`src/rtl/alu_op_sequencer.sv`:
```
// alu_op_sequencer
//   Hardwired control unit for the DataPath's register-register ALU instructions.
//   Steps fetch (PC -> MAR, memory read into MDR, MDR -> IR), decodes the opcode and
//   register fields, and sequences the operand/result transfers through Y, Z, HI and LO.
//
// Ports
//   Clock, Clear           rising-edge clock, asynchronous active-high reset
//   start                  begin one instruction (sampled only in IDLE)
//   ir[31:0]               IR contents: opcode[31:27] ra[26:23] rb[22:19] rc[18:15]
//   mem_ready              memory read data valid on Mdatain
//   alu_done               multi-cycle MUL/DIV result valid in Z
//   PCout..MDRout          bus drive strobes
//   PCin..Read             register load / control strobes
//   Rout, Rin              one-hot general register drive / load
//   alu_op[12:0]           one-hot ALU op {NOT,NEG,DIV,MUL,OR,AND,ROL,ROR,SHL,SHRA,SHR,SUB,ADD}
//   busy, done, fault      status; fault_code holds the last fault until the next start
//
// Handshakes: mem_ready is looked at only in T1 and alu_done only in T4 of MUL/DIV.
// A high level at a rising edge completes the wait; the input is ignored everywhere else.
// All outputs are decoded from registered state only.

module alu_op_sequencer #(
    parameter int NUM_REGS    = 16,
    parameter int MEM_TIMEOUT = 15,
    parameter int ALU_TIMEOUT = 40
) (
    input  logic                Clock,
    input  logic                Clear,
    input  logic                start,
    input  logic [31:0]         ir,
    input  logic                mem_ready,
    input  logic                alu_done,
    output logic                PCout,
    output logic                Zlowout,
    output logic                Zhighout,
    output logic                MDRout,
    output logic                PCin,
    output logic                MARin,
    output logic                MDRin,
    output logic                IRin,
    output logic                Yin,
    output logic                Zin,
    output logic                HIin,
    output logic                LOin,
    output logic                IncPC,
    output logic                Read,
    output logic [NUM_REGS-1:0] Rout,
    output logic [NUM_REGS-1:0] Rin,
    output logic [12:0]         alu_op,
    output logic                busy,
    output logic                done,
    output logic                fault,
    output logic [1:0]          fault_code
);

    localparam int CW = 16;
    localparam logic [4:0] NR5 = 5'(NUM_REGS);

    typedef enum logic [3:0] {
        S_IDLE, S_T0, S_T1, S_T2, S_T3, S_T4, S_T5, S_T6, S_FAULT
    } state_t;

    state_t         state_q, state_d;
    logic [CW-1:0]  cnt_q;
    logic [12:0]    op_q;
    logic [3:0]     ra_q, rb_q, rc_q;
    logic [1:0]     fcode_d;

    logic [12:0]    dec_op;
    logic           dec_unary, dec_muldiv, dec_illegal;
    logic           muldiv_q, unary_q;
    logic           unused_ir;

    assign unused_ir = ^ir[14:0];

    function automatic logic [12:0] decode_op(input logic [4:0] opc);
        case (opc)
            5'b00011: decode_op = 13'h0001;  // add
            5'b00100: decode_op = 13'h0002;  // sub
            5'b01001: decode_op = 13'h0004;  // shr
            5'b01010: decode_op = 13'h0008;  // shra
            5'b01011: decode_op = 13'h0010;  // shl
            5'b00111: decode_op = 13'h0020;  // ror
            5'b01000: decode_op = 13'h0040;  // rol
            5'b00101: decode_op = 13'h0080;  // and
            5'b00110: decode_op = 13'h0100;  // or
            5'b01111: decode_op = 13'h0200;  // mul
            5'b10000: decode_op = 13'h0400;  // div
            5'b10001: decode_op = 13'h0800;  // neg
            5'b10010: decode_op = 13'h1000;  // not
            default:  decode_op = 13'h0000;
        endcase
    endfunction

    function automatic logic [NUM_REGS-1:0] one_hot(input logic [3:0] idx);
        one_hot = '0;
        for (int i = 0; i < NUM_REGS; i++) begin
            one_hot[i] = (idx == i[3:0]);
        end
    endfunction

    // Decode of the word on ir, consumed only at the edge that leaves T2.
    // rc is only an operand for the binary ops, so only they can fault on it.
    always_comb begin
        dec_op      = decode_op(ir[31:27]);
        dec_unary   = dec_op[11] | dec_op[12];
        dec_muldiv  = dec_op[9] | dec_op[10];
        dec_illegal = (dec_op == 13'h0000)
                    || ({1'b0, ir[26:23]} >= NR5)
                    || ({1'b0, ir[22:19]} >= NR5)
                    || (!dec_unary && !dec_muldiv && ({1'b0, ir[18:15]} >= NR5));
    end

    assign muldiv_q = op_q[9] | op_q[10];
    assign unary_q  = op_q[11] | op_q[12];

    // State register
    always_ff @(posedge Clock or posedge Clear) begin
        if (Clear) state_q <= S_IDLE;
        else       state_q <= state_d;
    end

    // Next-state logic; fcode_d is the code recorded when entering FAULT
    always_comb begin
        state_d = state_q;
        fcode_d = 2'b00;
        case (state_q)
            S_IDLE: if (start) state_d = S_T0;
            S_T0:   state_d = S_T1;
            S_T1: begin
                // A same-edge mem_ready beats the timeout.
                if (mem_ready) begin
                    state_d = S_T2;
                end else if (MEM_TIMEOUT != 0 && cnt_q == CW'(MEM_TIMEOUT - 1)) begin
                    state_d = S_FAULT;
                    fcode_d = 2'b10;
                end
            end
            S_T2: begin
                if (dec_illegal) begin
                    state_d = S_FAULT;
                    fcode_d = 2'b01;
                end else if (dec_unary) begin
                    state_d = S_T4;
                end else begin
                    state_d = S_T3;
                end
            end
            S_T3: state_d = S_T4;
            S_T4: begin
                if (!muldiv_q || alu_done) begin
                    state_d = S_T5;
                end else if (ALU_TIMEOUT != 0 && cnt_q == CW'(ALU_TIMEOUT - 1)) begin
                    state_d = S_FAULT;
                    fcode_d = 2'b11;
                end
            end
            S_T5:    state_d = muldiv_q ? S_T6 : S_IDLE;
            S_T6:    state_d = S_IDLE;
            S_FAULT: state_d = S_IDLE;
            default: state_d = S_IDLE;
        endcase
    end

    // Wait counter, latched instruction fields and fault code
    always_ff @(posedge Clock or posedge Clear) begin
        if (Clear) begin
            cnt_q      <= '0;
            op_q       <= '0;
            ra_q       <= '0;
            rb_q       <= '0;
            rc_q       <= '0;
            fault_code <= 2'b00;
        end else begin
            // Counts consecutive cycles spent waiting in T1/T4; any state change restarts it.
            if (state_d == state_q && (state_q == S_T1 || state_q == S_T4))
                cnt_q <= cnt_q + 16'd1;
            else
                cnt_q <= '0;

            if (state_q == S_T2) begin
                op_q <= dec_op;
                ra_q <= ir[26:23];
                rb_q <= ir[22:19];
                rc_q <= ir[18:15];
            end

            if (state_q == S_IDLE && start)
                fault_code <= 2'b00;
            else if (state_d == S_FAULT && state_q != S_FAULT)
                fault_code <= fcode_d;
        end
    end

    // Moore output decode
    always_comb begin
        PCout    = 1'b0;
        Zlowout  = 1'b0;
        Zhighout = 1'b0;
        MDRout   = 1'b0;
        PCin     = 1'b0;
        MARin    = 1'b0;
        MDRin    = 1'b0;
        IRin     = 1'b0;
        Yin      = 1'b0;
        Zin      = 1'b0;
        HIin     = 1'b0;
        LOin     = 1'b0;
        IncPC    = 1'b0;
        Read     = 1'b0;
        Rout     = '0;
        Rin      = '0;
        alu_op   = '0;
        busy     = (state_q != S_IDLE);
        done     = 1'b0;
        fault    = 1'b0;
        case (state_q)
            S_T0: begin
                PCout = 1'b1;
                MARin = 1'b1;
                IncPC = 1'b1;
                Zin   = 1'b1;
            end
            S_T1: begin
                Zlowout = 1'b1;
                PCin    = 1'b1;
                Read    = 1'b1;
                MDRin   = 1'b1;
            end
            S_T2: begin
                MDRout = 1'b1;
                IRin   = 1'b1;
            end
            S_T3: begin
                Rout = muldiv_q ? one_hot(ra_q) : one_hot(rb_q);
                Yin  = 1'b1;
            end
            S_T4: begin
                alu_op = op_q;
                Zin    = 1'b1;
                Rout   = (muldiv_q || unary_q) ? one_hot(rb_q) : one_hot(rc_q);
            end
            S_T5: begin
                Zlowout = 1'b1;
                if (muldiv_q) begin
                    LOin = 1'b1;
                end else begin
                    Rin  = one_hot(ra_q);
                    done = 1'b1;
                end
            end
            S_T6: begin
                Zhighout = 1'b1;
                HIin     = 1'b1;
                done     = 1'b1;
            end
            S_FAULT: fault = 1'b1;
            default: ;
        endcase
    end

endmodule

```
`config.mk`:
```
export PLATFORM = sky130hd
export DESIGN_NAME = alu_op_sequencer
export DESIGN_NICKNAME = d
export VERILOG_FILES = /design/src/rtl/alu_op_sequencer.sv
export SDC_FILE = /design/constraint.sdc
export NUM_CORES = 1
export LEC_CHECK = 0
export ABC_CLOCK_PERIOD_IN_PS = 2400
export BUFFER_PORTS_ARGS = -buffer_cell sky130_fd_sc_hd__buf_2
export CAP_MARGIN = 20
export CORE_ASPECT_RATIO = 1.25
export CORE_UTILIZATION = 40
export DETAILED_ROUTE_END_ITERATION = 10
export MAX_ROUTING_LAYER = met4
export SKIP_CTS_REPAIR_TIMING = 1
export SLEW_MARGIN = 20
export SYNTH_ARGS = -nofsm -noshare
export SYNTH_HDL_FRONTEND = slang
export SYNTH_SLANG_ARGS = --single-unit
```
`constraint.sdc`:
```
create_clock -name Clock -period 2.4 [get_ports Clock]
set_input_delay 0.6 -clock Clock [delete_from_list [all_inputs] [get_ports Clock]]
set_output_delay 0.6 -clock Clock [all_outputs]
set_load 0.03 [all_outputs]
```
* Word level (Yosys, flattened, before mapping)
Memory sizes are Yosys's and may differ from the RTL's.
Index checks and enable logic that the tools add are counted.
** Word-level totals
- Bits in registers :: 47
- ROM bits :: 416
- Output and inout bits :: 64
- Logic and storage cells :: 122
- Memories :: 1
** Memory list
- (no name shown) :: words 32, width 13, rd ports 1, clocked after Yosys merged registers in 0, wr ports 0, RTL line 77 : case (opc)
** Cells by class
- Add/subtract/negate cells :: 1
- Eq/ne operators :: 58
- Multiplexer cells :: 36
- Bitwise logic cells :: 3
- Reduce and logical (&&, ||, !) cells :: 16
** Operators by type and width (number)
- $eq A4 B4 Y1 const B :: 26
- $mux W16 :: 5
- $eq A4 B3 Y1 const B :: 16
- $eq A4 B2 Y1 const B :: 8
- $pmux W16 S2 :: 1
- $pmux W4 S7 :: 1
- $mux W4 :: 6
- $add A16 B1 Y16 const B :: 1
- $eq A16 B4 Y1 const B :: 1
- $eq A16 B6 Y1 const B :: 1
- $eq A4 B1 Y1 const B :: 4
- $logic_not A4 Y1 :: 4
- $logic_not A13 Y1 :: 1
- $mux W1 :: 13
- $mux W13 :: 1
- $mux W2 :: 6
- $pmux W2 S3 :: 1
- $eq A4 B4 Y1 :: 1
- $ne A4 B4 Y1 const B :: 1
- $reduce_bool A4 Y1 :: 1
- $reduce_or A2 Y1 :: 2
- $logic_and A1 B1 Y1 :: 3
- $logic_or A1 B1 Y1 :: 3
- $mux W3 :: 1
- other kinds (4) :: 6

* Logic depth before layout (Yosys ltp)
Gate-level depths: netlist (run 1).
- Depth in word-level cells :: 9
- Depth in mapped cells :: 8

* Worst setup path before layout (run 1)
OpenSTA, ideal clock, no wires.
- Kind :: flip-flop to output port
- From :: register op_q[9]
- To :: output Rout[12]
- Data arrival time :: 1.991 ns
- Required time :: 1.800 ns
- Setup slack :: -0.191 ns
- Cell stages (with the launch flop) :: 7
- Buffers on the path :: 2
- Cell sequence :: dfrtp_1 > or4_1 > clkbuf_1 > buf_2 > nor4_1 > a31oi_1 > o22ai_1
** Between the ends
- Word-level cells in the longest chain between the ends :: 4
- Elaborated cells on any way between the ends :: 5
- Classes of those cells :: mux: 3; bitwise: 1; reduce/logical: 1
** Ends and longest elaborated chain
- start: declaration :: RTL line 65 : logic [12:0] op_q;
- start signal: assignment :: RTL line 182 : op_q <= dec_op;
- $or A1 B1 Y1 * :: RTL line 114 : assign muldiv_q = op_q[9] | op_q[10];
- $logic_or A1 B1 Y1 :: RTL line 241 : Rout = (muldiv_q || unary_q) ? one_hot(rb_q) : one_hot(rc_q);
- $mux W16 :: RTL line 241
- $pmux W16 S2 * :: RTL line 217 : case (state_q)
- end: declaration :: RTL line 47 : output logic [NUM_REGS-1:0] Rout,
Mark *: on every way between the ends. The rest lies on a longest branch, timed or not.

* Worst setup path after layout (run 1)
- From :: register op_q[11]
- To :: output Rout[14]
** Between the ends
- Word-level cells in the longest chain between the ends :: 4
** Ends and longest elaborated chain
- $or A1 B1 Y1 :: RTL line 115 : assign unary_q = op_q[11] | op_q[12];
- $logic_or A1 B1 Y1 :: RTL line 241
- $mux W16 :: RTL line 241
- $pmux W16 S2 :: RTL line 217
No other way between the ends.

==> impl_metrics.ini, run 1 <==
[critical_path]
cp-start-kind = register
cp_slowest_cell = or4_4
max_stage_delay_ns = 0.56
cp_cell_sequence = or4_4 > buf_8 > buf_6 > nor3_4 > a31oi_2 > o22ai_2 > buf_6
critPathArrivalTime_ns = 2.09
cp_max_fo = 8
path_class = register to output pin
path_common_cell = buf_6
endpoint_kind = output pin
required_ns = 1.80

[grt]
grt_pass1_wl_um = 15800
grt_overflow = 0
antenna_found_initial = 0
grt_pass1_vias = 3341
grt_usage_pct = 22.6
grt_start_max_net_pins = 24

[timing]
fin_crit_ns = 2.69
tightestPinTransition_ns = 0.442
setup_slack_ns = -0.286
rsz0062_at_grt = yes
final_hold_viol_count = 0
clock.fmax_mhz = 372
setup_tns_ns = -4.25
fin_skew_ns = 0.00729
final.period_utilization_pct = 112
slew_viol_final = 0
relSlewSlack_pct = 70.3
finalSetupViolCount = 22

[clock_tree]
clkTransAtPathRegs_ns = 0.08
tritoncts = yes
clock_sinks = 47
root_buffer = clkbuf_8
cts_buffers = 5
clk_latency_ns = 0.30
max-clock-path-buffers = 2
htreeDepth = 2

[yosys]
synth.most_common_cell = nand2_1
yosys_warnings = 0
syn_inst = 414
syn_area_um2 = 3340
synth-async-reset-ratio_pct = 100
syn_area_per_cell_um2 = 8.07
synth-seq-area-share_pct = 35.2
synth.top_cells.by_count = 63 x nand2_1, 47 x dfrtp_1, 31 x nor2_1
yosysTopAreaCellShare_pct = 35.2
synthFlopType = dfrtp_1
synth_nets = 453
synth_area_leaders = dfrtp_1 35%, nand2_1 7.1%, and2_1 3.9%
ys_types = 57
ys_ff_latch = 47
synth-edff-count = 0
synth_top_cell_by_area = dfrtp_1

[power]
ir_drop_uv = 982
power_leakage_nw = 1.98
power_density_nw_per_um2 = 1040

[floorplanning]
initial_core_util_pct = 42.2
core_um2 = 7930
die_area_um2 = 8730
io_pins = 101
die_w_um = 83.8
rows = 36
dieHeight_um = 104

[layout]
area_growth_pct = 41.1
drive_gt1_share_pct = 42.1
postLayoutCoreUtil_pct = 59.5
antenna_cells = 0
fin_nets = 544

[routing]
first_pass_iters = 4
ant_nets = 0
drtIter0Drc = 103
drt-vias-per-instance = 5.86
drc = 0
via_count = 3508
routed_wirelength_um = 10100
drt-wirelength-per-cell_um = 16.9

[outcome]
status = finished with violations
violations = setup timing

[placement]
portBuffers = 85
gp_congestion = 0.908
hpwl_um = 7110

[min_path]
hp-class = input port to async pin

[run]
drv_cap = 0
==> registers in the layout, indices dropped and copies added, names as in the netlist <==
name        count
rb_q            4
cnt_q          16
rc_q            4
fault_code      2
state_q         4
ra_q            4
op_q           13
==> worst max-delay path, delay by kind of cell, from the launching register on <==
kind                   cells  cell delay [ns]
flip-flops                 1             0.39
AO/OA/AOI/OAI              2             0.26
AND/OR/NAND/NOR            2             0.69
buffers and inverters      3             0.45
==> cell type report <==
cell class / instances / area, um^2
inverter: 7 / 26.3
tap: 95 / 119
multi-input combinational: 325 / 2440
timing repair buffer: 119 / 877
clock buffer: 5 / 68.8
sequential: 47 / 1180
fill: 694 / 3210
clock inverter: 1 / 7.51
==> power breakdown <==
part | total [mW] | leakage, nW | switching (mW) | internal, mW
clock | 0.453 | 0.0361 | 0.259 | 0.194
sequential | 1.36 | 0.623 | 0.332 | 1.02
combinational | 3.09 | 1.32 | 1.98 | 1.11
==> metal layers <==
metal / GRT usage, % / up-vias / wire length (um)
li1: - / 1689 / -
met1: 25.1 / 1703 / 4000
met2: 41.2 / 94 / 5460
met3: 3.10 / 22 / 368
met4: 7.75 / 0 / 318
met5: - / - / 0
==> kinds of logic after synthesis <==
group	Yosys count	synth area share, %
fa+ha+maj	2	0.749
buf+inv	42	6.33
xor+xnor	11	2.88
simple gates	227	36.5
mux	1	0.300
flops	47	35.2
compound gates	84	18.0
==> cells in the final DEF, fill, tap and decap left out, drive strengths merged, types with 3 or more instances in the layout <==
master / n
a21oi: 3
xnor2: 4
nor2b: 9
a22oi: 11
o21ai: 9
o41ai: 3
nand3: 13
nand4: 6
or2: 4
nand2b: 14
nand2: 63
nor3b: 3
nor2: 31
clkbuf: 5
dfrtp: 47
nor4: 12
buf: 119
inv: 7
xor2: 7
a31oi: 17
a32oi: 5
o22ai: 19
nor3: 32
o211ai: 4
or4: 3
or3: 4
a211oi: 3
and2: 21
==> per-stage QoR <==
stage | hold WS (ns) | setup slack, ns | instance area, um^2 | std cells | power, mW
finish | 0.286 | -0.286 | 4720 | 599 | 4.90
global route | 0.317 | -0.354 | 4720 | 599 | 5.21
CTS | 0.294 | -0.399 | 4120 | 594 | 4.15
detailed placement | 0.462 | -0.0633 | 4040 | 588 | 3.68
global placement | 0.453 | -0.0677 | 4040 | 588 | 3.64
floorplan | 0.435 | -0.0184 | 3470 | 414 | 3.05
==> final timing paths <==
check                                     startpoint  slack (ns)  cells after the start                   end
worst max-delay path            op_q[11]$_DFFE_PP0P_       -0.29                      7              Rout[14]
worst min-delay path                           Clear        0.29                      2   cnt_q[11]$_DFF_PP0_
worst max register to register  state_q[2]$_DFF_PP0_        0.32                      6   cnt_q[15]$_DFF_PP0_
worst min register to register   op_q[4]$_DFFE_PP0P_        0.48                      2   op_q[4]$_DFFE_PP0P_
max in group asynchronous                      Clear        1.55                      3  state_q[3]$_DFF_PP0_
min in group Clock               op_q[4]$_DFFE_PP0P_        0.48                      2   op_q[4]$_DFFE_PP0P_
No activity file was read; power rests on OpenSTA's default activity.
==> inputs of run 2 (changes only) <==
--- a/config.mk
+++ b/config.mk
@@ -10,8 +10,10 @@
 export CAP_MARGIN = 20
 export CORE_ASPECT_RATIO = 1.25
 export CORE_UTILIZATION = 40
+export CTS_CLUSTER_SIZE = 40
 export DETAILED_ROUTE_END_ITERATION = 10
 export MAX_ROUTING_LAYER = met4
+export SETUP_SLACK_MARGIN = 0.02
 export SKIP_CTS_REPAIR_TIMING = 1
 export SLEW_MARGIN = 20
 export SYNTH_ARGS = -nofsm -noshare
==> run 2 against run 1 <==
Compared with the run above:
- the run still ends with setup timing left
- combinational power decreased by 5%
- final cell count increased by 0.33%
- sequential share of layout area barely moved
- global-route usage decreased by 0.51 points
- largest cell class unchanged
- highest routed layer unchanged
==> impl_metrics.ini, run 2 (synthesis gave the netlist of run 1 again) <==
[layout]
multiInputGateArea_um2 = 2410
regMostFlops = cnt_q
register_area_um2 = 1180
final_cell_mix = 60 x nand2_1, 50 x buf_2, 43 x dfrtp_1, 37 x buf_4, 28 x buf_6
postLayoutCoreUtil_pct = 59.6
largestRegisters = cnt_q: 16 flops, op_q: 13 flops
area_growth_pct = 41.4
largest_register_ffs = 16
stdcell_count = 601
design_area_um2 = 4730
fin_nets = 544
fill_cells = 724
drive_gt1_share_pct = 41.5
layout_commonest_cell = nand2_1
antenna_cells = 0

[min_path]
hp-class = input port to async pin

[critical_path]
required_ns = 1.80
cp-start-kind = register
path_class = register to output pin
endpoint_kind = output pin
rrSetupSlack_ns = 0.31
cp_max_fo = 20
critPathArrivalTime_ns = 2.08
r2r_cells = 6

[power]
p_seq_share_pct = 27.5
power_leakage_nw = 1.96
power_density_nw_per_um2 = 1020
combPwrFrac_pct = 61.3
power_frac_clock_pct = 11.2
intPower_mw = 2.35
ir_drop_uv = 881
switchingPower_mw = 2.47
switching_share_pct = 51.2
power_mw = 4.82

[clock_tree]
clock_sinks = 47
root_buffer = clkbuf_8
cts_buffers = 5
tritoncts = yes
clkTransAtPathRegs_ns = 0.09
max-clock-path-buffers = 2
htreeDepth = 2
clk_latency_ns = 0.30

[placement]
place_inst = 587
dpl_cell_area_um2 = 4050
dp_slack_ns = -0.0803
hpwl_um = 7170
gp_congestion = 0.856
portBuffers = 85

[routing]
first_pass_iters = 4
routed_wirelength_um = 9990
via_count = 3477
drtIter0Drc = 93
drc = 0
ant_nets = 0
drt-wirelength-per-cell_um = 16.6
drt-vias-per-instance = 5.79

[grt]
antenna_found_initial = 0
grt_pass1_vias = 3150
grt_start_max_net_pins = 24
grt_pass1_wl_um = 15500
grt_overflow = 0
grt_usage_pct = 22.1

[outcome]
status = finished with violations
violations = setup timing

[floorplanning]
die_w_um = 83.8
dieHeight_um = 104
io_pins = 101
initial_core_util_pct = 42.2
die_area_um2 = 8730
core_um2 = 7930
rows = 36

[timing]
worst_hold_slack_ns = 0.223
clock.fmax_mhz = 374
slew_viol_final = 0
relSlewSlack_pct = 68.2
fin_skew_ns = 0.0107
fin_crit_ns = 2.68
setup_tns_ns = -3.83
rsz0062_at_grt = yes
finalSetupViolCount = 23
tightestPinTransition_ns = 0.477
setup_slack_ns = -0.275
final_hold_viol_count = 0
final.period_utilization_pct = 111

[run]
drv_cap = 0
run 2: final timing paths:
path                                      start                   end
max                        op_q[11]$_DFFE_PP0P_              Rout[13]
min                                       Clear   op_q[4]$_DFFE_PP0P_
max reg2reg                state_q[3]$_DFF_PP0_   op_q[3]$_DFFE_PP0P_
min reg2reg                 op_q[4]$_DFFE_PP0P_   op_q[4]$_DFFE_PP0P_
max in group asynchronous                 Clear  state_q[3]$_DFF_PP0_
min in group Clock          op_q[4]$_DFFE_PP0P_   op_q[4]$_DFFE_PP0P_
run 2: layout make-up:
class	instances	share of cell area, %
Multi-Input combinational cell	325	51.0
Sequential cell	47	25.0
Timing Repair Buffer	119	18.7
Tap cell	95	2.52
Clock buffer	7	2.04
Inverter	7	0.556
Clock inverter	1	0.159
run 2: worst max-delay path, cell delays in order, from the launching register on:
cell and delay (ns):
dfrtp_1 0.39, or4_4 0.54, buf_12 0.18, nor3_2 0.22, a31oi_2 0.06, o22ai_2 0.20
buf_4 0.19
run 2: power by group through the flow:
stage	logic, mW	clock network (mW)	registers [mW]
global route	3.20	0.582	1.37
finish	2.95	0.538	1.33
global placement	2.38	0	1.29
CTS	2.41	0.555	1.29
detailed placement	2.40	0	1.30
floorplan	1.90	0	1.22
run 2: routing by layer:
layer	GRT usage (%)	share of wire (%)
met5	-	0
met4	5.69	1.5
met3	3.02	3.4
met2	39.8	55
met1	25.7	40
==> inputs of run 3 (changes only) <==
--- a/config.mk
+++ b/config.mk
@@ -9,7 +9,7 @@
 export BUFFER_PORTS_ARGS = -buffer_cell sky130_fd_sc_hd__buf_2
 export CAP_MARGIN = 20
 export CORE_ASPECT_RATIO = 1.25
-export CORE_UTILIZATION = 40
+export CORE_UTILIZATION = 25
 export CTS_CLUSTER_SIZE = 40
 export DETAILED_ROUTE_END_ITERATION = 10
 export MAX_ROUTING_LAYER = met4
==> run 3 against run 2 <==
Compared with the run above:
- the run still ends with setup timing left
- global-route usage is 6.7 points lower
- worst setup slack worse by 0.018 ns
- die area increased by 59%
- hold slack improved by 0.24 ns
- non-clock buffer count shrank 3
- maximum frequency shrank 0.67%
- combinational power down 3%
- register-to-register slack improved by 0.02 ns
- largest power group unchanged
==> impl_metrics.ini, run 3 (synthesis gave the netlist of run 1 again) <==
[outcome]
status = finished with violations
violations = setup timing

[routing]
via_count = 3427
wl_met2_um = 5390
drt-met1-wl_um = 4500
dr.max_layer_used = met4
drtIter0Drc = 157
drt-wirelength-per-cell_um = 15.5
ant_nets = 0
drc = 0
wl_met3_um = 342
first_pass_iters = 4
drt-vias-per-instance = 5.11
routed_wirelength_um = 10400

[clock_tree]
htreeDepth = 2
clock_sinks = 47
max-clock-path-buffers = 2
clkTransAtPathRegs_ns = 0.06
clk_latency_ns = 0.29
tritoncts = yes
cts_buffers = 5
root_buffer = clkbuf_16

[critical_path]
rr_startpoint = state_q[0]$_DFF_PP0_
max_stage_delay_ns = 0.55
critPathArrivalTime_ns = 2.09
cp_slowest_cell = or4_4
cp-startpoint = op_q[11]$_DFFE_PP0P_
required_ns = 1.80
cp_cell_sequence = or4_4 > buf_12 > nor4_4 > a31oi_1 > o22ai_2 > buf_6
endpoint_kind = output pin
cp_max_fo = 22
path_class = register to output pin
cp-start-kind = register

[layout]
layout_commonest_cell = nand2_1
antenna_cells = 0
largest_register_ffs = 16
final_cell_mix = 60 x nand2_1, 51 x buf_2, 45 x dfrtp_1, 37 x buf_4, 25 x buf_6
regMostFlops = cnt_q
postLayoutCoreUtil_pct = 37.0
area_growth_pct = 42.2
drive_gt1_share_pct = 40.6
fin_nets = 541
largestRegisters = cnt_q: 16 flops, op_q: 13 flops

[min_path]
hp-class = input port to async pin

[timing]
slew_viol_final = 0
clock.fmax_mhz = 371
relSlewSlack_pct = 45.7
rsz0062_at_grt = yes
fin_crit_ns = 2.69
setup_slack_ns = -0.293
finalSetupViolCount = 19
fin_skew_ns = 0.00420
final_hold_viol_count = 0
final.period_utilization_pct = 112
setup_tns_ns = -3.98
tightestPinTransition_ns = 0.813

[placement]
dp_slack_ns = -0.0929
gp_congestion = 0.825
portBuffers = 85
hpwl_um = 7650

[power]
ir_drop_uv = 556
power_mw = 4.88
power_leakage_nw = 1.98
power_density_nw_per_um2 = 1030

[grt]
grt_start_max_net_pins = 39
grt_pass1_vias = 3327
antenna_found_initial = 0
grt_overflow = 0
grt_pass1_wl_um = 16800
grt_usage_pct = 15.4

[floorplanning]
die_w_um = 105
core_um2 = 12800
die_area_um2 = 13800
dieHeight_um = 131
initial_core_util_pct = 26.0
io_pins = 101
rows = 46

[run]
drv_cap = 0
run 3: cell types whose count changed in the layout (fill, tap and decap cells not counted), moves of 3 or more:
cell,delta
clkinv_2,+3
clkbuf_16,+5
nor3_4,-3
nor2_2,+4
nor2_4,-5
buf_6,-3
clkbuf_8,-7
run 3: stage by stage:
| stage | std cells | hold WS, ns | cell area (um^2) |
|---|---|---|---|
| 5_1_grt | 671 | 0.497 | 4750 |
| 3_3_place_gp | 660 | 0.453 | 4140 |
| 2_1_floorplan | 414 | 0.435 | 3500 |
| 3_5_place_dp | 660 | 0.457 | 4140 |
| 6_report | 671 | 0.468 | 4750 |
| 4_1_cts | 668 | 0.471 | 4280 |
run 3: power by group:
group	total [mW]	switching, mW	internal [mW]	leakage (nW)
logic	2.86	1.83	1.03	1.28
clock network	0.685	0.304	0.381	0.0733
registers	1.34	0.310	1.02	0.623
run 3: per-layer routing:
layer / global-route usage [%] / up-vias
li1: - / 1678
met5: - / -
met1: 18.6 / 1644
met2: 26.0 / 92
met3: 2.23 / 13
met4: 5.09 / 0
run 3: critical path: cells and delay by family (launching register included):
family,cells,cell delay [ns]
simple gates,2,0.78
buf+inv,2,0.33
compound gates,2,0.29
flops,1,0.38
run 3: worst paths after layout:
check | end | slack, ns | cells past startpoint
worst max register to register | cnt_q[3]$_DFF_PP0_ | 0.33 | 6
max in group asynchronous | rc_q[2]$_DFFE_PP0P_ | 1.34 | 3
worst max-delay path | Rout[3] | -0.29 | 6
min in group Clock | op_q[4]$_DFFE_PP0P_ | 0.47 | 2
worst min-delay path | op_q[7]$_DFFE_PP0P_ | 0.47 | 2
worst min register to register | op_q[4]$_DFFE_PP0P_ | 0.47 | 2
run 3: final cells by class:
cell class	count	area, um^2
clock inverter	3	15.0
timing repair buffer	116	850
tap	168	210
multi-input combinational	325	2350
inverter	7	26.3
clock buffer	5	125
fill	1286	8080
sequential	47	1180
